[src/rtl/writeback_if.sv]
// Writeback interface: ALU result handshake, load result path, and the
// register-file write port with occupancy/retire counters.
//
// Handshake: an ALU result transfers on a rising clk edge where
// alu_valid && alu_ready. alu_ready is driven only from registered state.
// The load path has no ready; the writeback unit must take it every cycle.
interface writeback_if #(
  parameter int DATA_W = 32
);
  logic              alu_valid;
  logic              alu_ready;
  logic [4:0]        alu_rd;
  logic [DATA_W-1:0] alu_data;
  logic              mem_valid;
  logic [4:0]        mem_rd;
  logic [DATA_W-1:0] mem_data;
  logic              reg_write;
  logic [4:0]        reg_wr_addr_wb;
  logic [DATA_W-1:0] reg_wr_data;
  logic [2:0]        pending_count;
  logic [31:0]       retired_count;

  // Upstream side: offers results, observes the write port
  modport master (
    output alu_valid, alu_rd, alu_data, mem_valid, mem_rd, mem_data,
    input  alu_ready, reg_write, reg_wr_addr_wb, reg_wr_data,
           pending_count, retired_count
  );

  // Writeback unit side
  modport slave (
    input  alu_valid, alu_rd, alu_data, mem_valid, mem_rd, mem_data,
    output alu_ready, reg_write, reg_wr_addr_wb, reg_wr_data,
           pending_count, retired_count
  );
endinterface

[src/rtl/writeback_unit.sv]
// Writeback stage: arbitrates load and ALU results onto the single register
// file write port. Loads always win; ALU results that lose are queued in an
// in-order FIFO and drained ahead of new ALU results. rd==0 is never written.
module writeback_unit #(
  parameter int DEPTH  = 4,
  parameter int DATA_W = 32
) (
  input logic       clk,
  input logic       reset,
  writeback_if.slave wb
);
  localparam int         AW   = (DEPTH > 1) ? $clog2(DEPTH) : 1;
  localparam logic [2:0] FULL = 3'(DEPTH);

  logic [4:0]        fifo_rd   [DEPTH];
  logic [DATA_W-1:0] fifo_data [DEPTH];
  logic [AW-1:0]     head;
  logic [AW-1:0]     tail;
  logic [2:0]        count;

  logic              accept;
  logic              mem_win;
  logic              fifo_ne;
  logic              pop;
  logic              push;
  logic              bypass;
  logic              win_valid;
  logic [4:0]        win_rd;
  logic [DATA_W-1:0] win_data;

  // Ready comes from occupancy alone; a pop in the same cycle gives no credit
  assign wb.alu_ready     = (count != FULL);
  assign wb.pending_count = count;

  assign accept  = wb.alu_valid && wb.alu_ready;
  assign mem_win = wb.mem_valid && (wb.mem_rd != 5'd0);
  assign fifo_ne = (count != 3'd0);

  // Priority: load, then FIFO head, then direct ALU bypass when FIFO is empty
  always_comb begin
    pop       = 1'b0;
    bypass    = 1'b0;
    win_valid = 1'b0;
    win_rd    = 5'd0;
    win_data  = '0;
    if (mem_win) begin
      win_valid = 1'b1;
      win_rd    = wb.mem_rd;
      win_data  = wb.mem_data;
    end else if (fifo_ne) begin
      pop       = 1'b1;
      win_valid = 1'b1;
      win_rd    = fifo_rd[head];
      win_data  = fifo_data[head];
    end else if (accept && (wb.alu_rd != 5'd0)) begin
      bypass    = 1'b1;
      win_valid = 1'b1;
      win_rd    = wb.alu_rd;
      win_data  = wb.alu_data;
    end
  end

  // Accepted ALU results for a real register that did not bypass go to the tail
  assign push = accept && (wb.alu_rd != 5'd0) && !bypass;

  // FIFO storage; contents need no reset since pointers define validity
  always_ff @(posedge clk) begin
    if (push) begin
      fifo_rd[tail]   <= wb.alu_rd;
      fifo_data[tail] <= wb.alu_data;
    end
  end

  // FIFO pointers and occupancy
  always_ff @(posedge clk) begin
    if (!reset) begin
      head  <= '0;
      tail  <= '0;
      count <= 3'd0;
    end else begin
      if (pop)  head <= head + AW'(1);
      if (push) tail <= tail + AW'(1);
      unique case ({push, pop})
        2'b10:   count <= count + 3'd1;
        2'b01:   count <= count - 3'd1;
        default: count <= count;
      endcase
    end
  end

  // Registered write port; address/data hold between writes
  always_ff @(posedge clk) begin
    if (!reset) begin
      wb.reg_write      <= 1'b0;
      wb.reg_wr_addr_wb <= 5'd0;
      wb.reg_wr_data    <= '0;
      wb.retired_count  <= 32'd0;
    end else begin
      wb.reg_write <= win_valid;
      if (win_valid) begin
        wb.reg_wr_addr_wb <= win_rd;
        wb.reg_wr_data    <= win_data;
        wb.retired_count  <= wb.retired_count + 32'd1;
      end
    end
  end
endmodule
[src/flat_wrapper.sv]
// flat-port wrapper written by rule: the top's interface ports become plain ports
module writeback_unit_flat 
#(
  parameter int DEPTH  = 4,
  parameter int DATA_W = 32
)
  (clk, reset, wb_alu_valid, wb_alu_rd, wb_alu_data, wb_mem_valid, wb_mem_rd, wb_mem_data, wb_alu_ready, wb_reg_write, wb_reg_wr_addr_wb, wb_reg_wr_data, wb_pending_count, wb_retired_count);
  writeback_if #(.DATA_W(DATA_W)) wb_i ();
  input logic clk;
  input logic reset;
  input wire logic [$bits(wb_i.alu_valid)-1:0] wb_alu_valid;
  input wire logic [$bits(wb_i.alu_rd)-1:0] wb_alu_rd;
  input wire logic [$bits(wb_i.alu_data)-1:0] wb_alu_data;
  input wire logic [$bits(wb_i.mem_valid)-1:0] wb_mem_valid;
  input wire logic [$bits(wb_i.mem_rd)-1:0] wb_mem_rd;
  input wire logic [$bits(wb_i.mem_data)-1:0] wb_mem_data;
  output wire logic [$bits(wb_i.alu_ready)-1:0] wb_alu_ready;
  output wire logic [$bits(wb_i.reg_write)-1:0] wb_reg_write;
  output wire logic [$bits(wb_i.reg_wr_addr_wb)-1:0] wb_reg_wr_addr_wb;
  output wire logic [$bits(wb_i.reg_wr_data)-1:0] wb_reg_wr_data;
  output wire logic [$bits(wb_i.pending_count)-1:0] wb_pending_count;
  output wire logic [$bits(wb_i.retired_count)-1:0] wb_retired_count;
  assign wb_i.alu_valid = wb_alu_valid;
  assign wb_i.alu_rd = wb_alu_rd;
  assign wb_i.alu_data = wb_alu_data;
  assign wb_i.mem_valid = wb_mem_valid;
  assign wb_i.mem_rd = wb_mem_rd;
  assign wb_i.mem_data = wb_mem_data;
  assign wb_alu_ready = wb_i.alu_ready;
  assign wb_reg_write = wb_i.reg_write;
  assign wb_reg_wr_addr_wb = wb_i.reg_wr_addr_wb;
  assign wb_reg_wr_data = wb_i.reg_wr_data;
  assign wb_pending_count = wb_i.pending_count;
  assign wb_retired_count = wb_i.retired_count;
  writeback_unit #(.DEPTH(DEPTH), .DATA_W(DATA_W)) u_core (.clk(clk), .reset(reset), .wb(wb_i));
endmodule
[config.mk]
export PLATFORM = sky130hd
export DESIGN_NAME = writeback_unit_flat
export DESIGN_NICKNAME = d
export VERILOG_FILES = /design/src/rtl/writeback_if.sv /design/src/rtl/writeback_unit.sv /design/src/flat_wrapper.sv
export SDC_FILE = /design/constraint.sdc
export NUM_CORES = 1
export LEC_CHECK = 0
export ABC_AREA = 0
export CAP_MARGIN = 20
export CORE_MARGIN = 3
export CORE_UTILIZATION = 58
export DETAILED_ROUTE_END_ITERATION = 8
export PLACE_DENSITY_LB_ADDON = 0.1
export SLEW_MARGIN = 0
export SYNTH_ARGS = -nofsm -noshare
export SYNTH_HDL_FRONTEND = slang
export SYNTH_SLANG_ARGS = --single-unit
[constraint.sdc]
create_clock -name clk -period 9.7 [get_ports clk]
set_clock_uncertainty 0.1 [all_clocks]
set_input_delay 1.94 -clock clk [delete_from_list [all_inputs] [get_ports clk]]
set_output_delay 1.94 -clock clk [all_outputs]
set_load 0.02 [all_outputs]
* After elaboration in Yosys (flattened, before gate mapping)
Memory sizes are Yosys's and may differ from the RTL's. A register that Yosys moved wholly into a read port is not among the register bits. Index checks and enable logic that the tools add are counted.
Word-level totals: bits in registers 77, bits in writable memories 148, input bits 78, output and inout port bits 74, logic and storage cells 46, memories kept 2
Operators by class: $add $sub $neg 5, equal/unequal tests 3, mux-type cells 20, reduce and logical (&&, ||, !) cells 9
Memory list:
- u_core.fifo_data | words 4, width 32, rd ports 1, clocked after Yosys merged registers in 1, write ports 1, RTL line writeback_unit.sv:16 | logic [DATA_W-1:0] fifo_data [DEPTH];
- u_core.fifo_rd | words 4, width 5, rd ports 1, clocked after Yosys merged registers in 1, write ports 1, RTL line writeback_unit.sv:15 | logic [4:0] fifo_rd [DEPTH];
Operators with widths (count):
- $mux 32 | 3
- $add 32x1->32 const B | 1
- $mux 5 | 3
- $reduce_bool 5->1 | 2
- $mux 1 | 9
- $mux 2 | 4
- $pmux 3 s2 | 1
- $add 2x1->2 const B | 2
- $logic_and 1x1->1 | 4
- $add 3x1->3 const B | 1
- $ne 3x3->1 const B | 1
- $reduce_bool 3->1 | 1
- $sub 3x1->3 const B | 1
- $eq 2x1->1 const B | 1
- $eq 2x2->1 const B | 1
- $reduce_bool 2->1 | 1
- $logic_not 1->1 | 1

* Depth between registers and ports, before layout
depth after elaboration 10, gate-level depth with buffers 13, depth with buffers taken out 10

* Least setup slack after synthesis
No wires, ideal clock.
path type input to register, start input wb_alu_rd[0], end register u_core.count[2], in the netlist u_core.wb.pending_count[2], arrival 4.256 ns, setup slack 5.274 ns, cell stages on the path 11, cells stage by stage or4_4 o211ai_2 buf_2 nor2_1 inv_1 ha_1 inv_1 fa_1 xor2_1 or3_1 a21oi_1
Between the ends: cells in the longest elaborated chain, start to end 9
Ends and longest elaborated chain:
- start, declared | RTL line flat_wrapper.sv:12 | input wire logic [$bits(wb_i.alu_rd)-1:0] wb_alu_rd;
- $reduce_bool 5->1 (*) | RTL line writeback_unit.sv:55, writeback_unit.sv:64
- $logic_and 1x1->1 (*) | RTL line writeback_unit.sv:55, writeback_unit.sv:64
- $mux 1 | RTL line writeback_unit.sv:55 | end else if (accept && (wb.alu_rd != 5'd0)) begin
- $mux 1 | RTL line writeback_unit.sv:50 | end else if (fifo_ne) begin
- $mux 1 | RTL line writeback_unit.sv:46 | if (mem_win) begin
- $logic_not 1->1 | RTL line writeback_unit.sv:64 | assign push = accept && (wb.alu_rd != 5'd0) && !bypass;
- $logic_and 1x1->1 (*) | RTL line writeback_unit.sv:64
- $eq 2x1->1 or $eq 2x2->1 (tied branches) | RTL line writeback_unit.sv:83 | unique case ({push, pop})
- $pmux 3 s2 or $reduce_bool 2->1 (tied branches)
- end signal, assigned | RTL line writeback_unit.sv:84 | 2'b10: count <= count + 3'd1;
- end signal, assigned | RTL line writeback_unit.sv:85 | 2'b01: count <= count - 3'd1;
- end signal, assigned | RTL line writeback_unit.sv:86 | default: count <= count;
- end, declared | RTL line writeback_unit.sv:19 | logic [2:0] count;
Mark *: on every way between the ends. The rest lies on a longest branch, timed or not. A chain may end at the register's enable or synchronous reset.

* Worst setup path in the final report
start input wb_mem_rd[1], end register u_core.count[2], in the netlist u_core.wb.pending_count[2]
Between the ends: cells in the longest elaborated chain, start to end 7
Ends and longest elaborated chain:
- start, declared | RTL line flat_wrapper.sv:15 | input wire logic [$bits(wb_i.mem_rd)-1:0] wb_mem_rd;
- $reduce_bool 5->1 (*) | RTL line writeback_unit.sv:36 | assign mem_win = wb.mem_valid && (wb.mem_rd != 5'd0);
- $logic_and 1x1->1 (*) | RTL line writeback_unit.sv:36
- $mux 1 | RTL line writeback_unit.sv:46
- $logic_not 1->1 | RTL line writeback_unit.sv:64
- $logic_and 1x1->1 | RTL line writeback_unit.sv:64
- $eq 2x1->1 or $eq 2x2->1 (tied branches) | RTL line writeback_unit.sv:83
- $pmux 3 s2 or $reduce_bool 2->1 (tied branches)
Marks and branches as above.

==> impl_metrics.tcl <==
set metrics [dict create \
    status "finished clean" \
    synthToLayoutAreaGrowth_pct 24.4 \
    viasPerCell 6.04 \
    final_cell_area_um2 11700 \
    finalHoldViolations 0 \
    maxSlewViolCount 0 \
    port_buffers 151 \
    path_class "input pin to flop" \
    place_congestion 0.861 \
    worstSkewPairLatency_ps 510 \
    slew-limit-headroom 0.289 \
    synthArstFlopShare 0 \
    die_h_um 133 \
    crit_arrival_ps 5260 \
    total_power_mw 2.84 \
    ioPinCount 152 \
    yosysTopAreaCell "edfxtp_1" \
    cts-resized-gates 0 \
    synthDistinctLibCells 59 \
    fin_crit_ps 4920 \
    synth_top_cell_area_share 0.471 \
    grt.total_usage 0.243 \
    syn-cell-area_um2 9430 \
    dp_hpwl_um 13200 \
    wire_per_inst_um 20.6 \
    cts_max_level 1 \
    drc 0 \
    grt_pass1_vias 6465 \
    power.leakage_nw 3.85 \
    numCtsBuffers 23 \
    antenna_found_initial 0 \
    syn_nets 772 \
    crit_chain "clkdlybuf4s50_1 > nor4_1 > a21o_1 > nor2_1 > inv_1 > ha_1 > inv_1 > fa_1 > xor2_1 > or3_1 > a21oi_1" \
    grt_max_degree 70 \
    clock_path_buffers 3 \
    tritoncts "done" \
    clkSinkCount 227 \
    rows 45 \
    setup_viol 0 \
    start_kind "input pin" \
    detail-route-antenna-nets 0 \
    synth_ff_type "edfxtp_1" \
    start_util 0.607 \
    cts_hold_buf 0 \
    grt_first_pass_wirelength_um 34300 \
    cp_slowest_cell "a21o_1" \
    drt_pass1_iterations 4 \
    clk_pin_slew_ps 60 \
    tightestPinTransition_ps 1070 \
    cts_root_buffer "clkbuf_16" \
    yosys_warnings 0 \
    endpoint_kind "flop" \
    holdCritPathClass "flop to flop" \
    antenna_cells 0 \
    final_cell_mix "clkdlybuf4s50_1, edfxtp_1, dfxtp_1" \
    required_ps 10040 \
    dieArea_um2 17800 \
    synth-edff-count 148 \
    drive_gt1_frac 0.137 \
    powerDensity_nw_per_um2 242 \
    nets 909 \
    finalWirelength_um 21700 \
    chipWidth_um 133 \
    yosys-top-cells-area "edfxtp_1, dfxtp_1, mux4_2" \
    fin_tns_setup_ps 0 \
    fillers 985 \
    drtIter0Drc 430 \
    grt_setup_unrepaired "false" \
    slowest_delay_ps 840 \
    fmax_mhz 203 \
    placed_cell_area_um2 11000 \
    avgSynthCellArea_um2 13.7 \
    crit_path_frequent_cell "inv_1" \
    ys_ff_latch 227 \
    postSynthCellCount 687 \
    core_region_area_um2 15500 \
    ys_seq_area_frac 0.639 \
    grt_overflow_total 0 \
    drv_cap 0 \
    peakVddDrop_v 0.000204 \
    post_cts.repair.setup_buffers 0 \
    period_share 0.507 \
    worst-path-max-fanout 29 \
    dr_total_vias 6349 \
    final_common_cell "clkdlybuf4s50_1" \
]
[through the flow]
stage / utilization / worst slack (ps) / instances / hold slack, ps
final: 0.755 / 4780 / 1052 / 365
after detailed placement: 0.710 / 4300 / 1010 / 354
after global placement: 0.710 / 4460 / 1010 / 346
after CTS: 0.755 / 4780 / 1052 / 368
after global routing: 0.755 / 4440 / 1052 / 392
after floorplan: - / 5270 / 687 / 385
[synthesized netlist by cell type, types with 3 or more instances]
cell / number
a211oi_1: 14
a21o_1: 3
a21oi_1: 28
a32o_1: 22
and3_1: 5
buf_2: 11
buf_4: 6
buf_6: 4
clkbuf_1: 22
dfxtp_1: 79
edfxtp_1: 148
ha_1: 6
inv_1: 16
mux2i_1: 15
mux4_2: 37
nand2_1: 75
nand3_1: 30
nand4_1: 5
nor2_1: 27
nor3_1: 4
nor4_1: 4
o21a_1: 4
o21ai_0: 5
o21ai_1: 19
o31ai_1: 9
or2_2: 22
or3_1: 7
or4_1: 10
xnor2_1: 10
xor2_1: 3
[cell families (layout without fill, tap and decap cells)]
logic type,after synthesis,after routing,share of synthesized area
buf+inv,60,214,0.0309
simple gates,210,210,0.115
mux,52,52,0.104
xor+xnor,13,13,0.0121
fa+ha+maj,7,7,0.0101
compound gates,118,118,0.0889
flops,227,227,0.639
[power by group]
part | switching, mW | internal [mW] | leakage [nW] | total (mW)
Clock | 0.356 | 0.474 | 0.349 | 0.830
Combinational | 0.432 | 0.345 | 1.50 | 0.777
Sequential | 0.0699 | 1.17 | 2.00 | 1.24
Total | 0.858 | 1.99 | 3.85 | 2.84
[flip-flops by register name, summed over array words and instances, names as in the netlist, named ones only]
signal / cells
u_core.fifo_data: 128
u_core.fifo_rd: 20
u_core.head: 2
u_core.tail: 2
u_core.wb.pending_count: 3
u_core.wb.reg_wr_addr_wb: 5
u_core.wb.reg_wr_data: 32
u_core.wb.reg_write: 1
u_core.wb.retired_count: 32
[area by class of cell]
| class | count | area [um^2] | share of cell area |
|---|---|---|---|
| tap | 211 | 264 | 0.0225 |
| sequential | 227 | 6030 | 0.514 |
| multi-input combinational | 400 | 3130 | 0.267 |
| clock buffer | 33 | 663 | 0.0565 |
| inverter | 17 | 63.8 | 0.00544 |
| clock inverter | 9 | 42.5 | 0.00363 |
| timing repair buffer | 155 | 1540 | 0.131 |
[worst max-delay path: cells and delay by family]
family	cells	cell delay, ps
xor+xnor	1	160
fa+ha+maj	2	560
buf+inv	3	640
simple gates	3	950
compound gates	2	990
[path summary, 6_finish.rpt]
kind,from,to,slack (ps),depth (start not counted)
worst min-delay path,u_core.wb.reg_wr_data[15]$_SDFFE_PN0P_,u_core.wb.reg_wr_data[15]$_SDFFE_PN0P_,370,1
worst max-delay path,wb_mem_rd[1],u_core.wb.pending_count[2]$_SDFFE_PN0P_,4780,11
worst min register to register,u_core.wb.reg_wr_data[15]$_SDFFE_PN0P_,u_core.wb.reg_wr_data[15]$_SDFFE_PN0P_,370,1
worst max register to register,u_core.wb.pending_count[1]$_SDFFE_PN0P_,u_core.wb.pending_count[2]$_SDFFE_PN0P_,6280,10
[routing by layer]
| metal | track usage | part of all wire | up-vias | wire (um) |
|---|---|---|---|---|
| met2 | 0.411 | 0.49 | 270 | 10700 |
| met5 | 0 | 0 | - | 0 |
| met3 | 0.0412 | 0.071 | 39 | 1540 |
| met1 | 0.328 | 0.41 | 3132 | 9010 |
| li1 | - | - | 2908 | - |
| met4 | 0.0697 | 0.020 | 0 | 431 |
No activity file was read; power rests on OpenSTA's default activity.
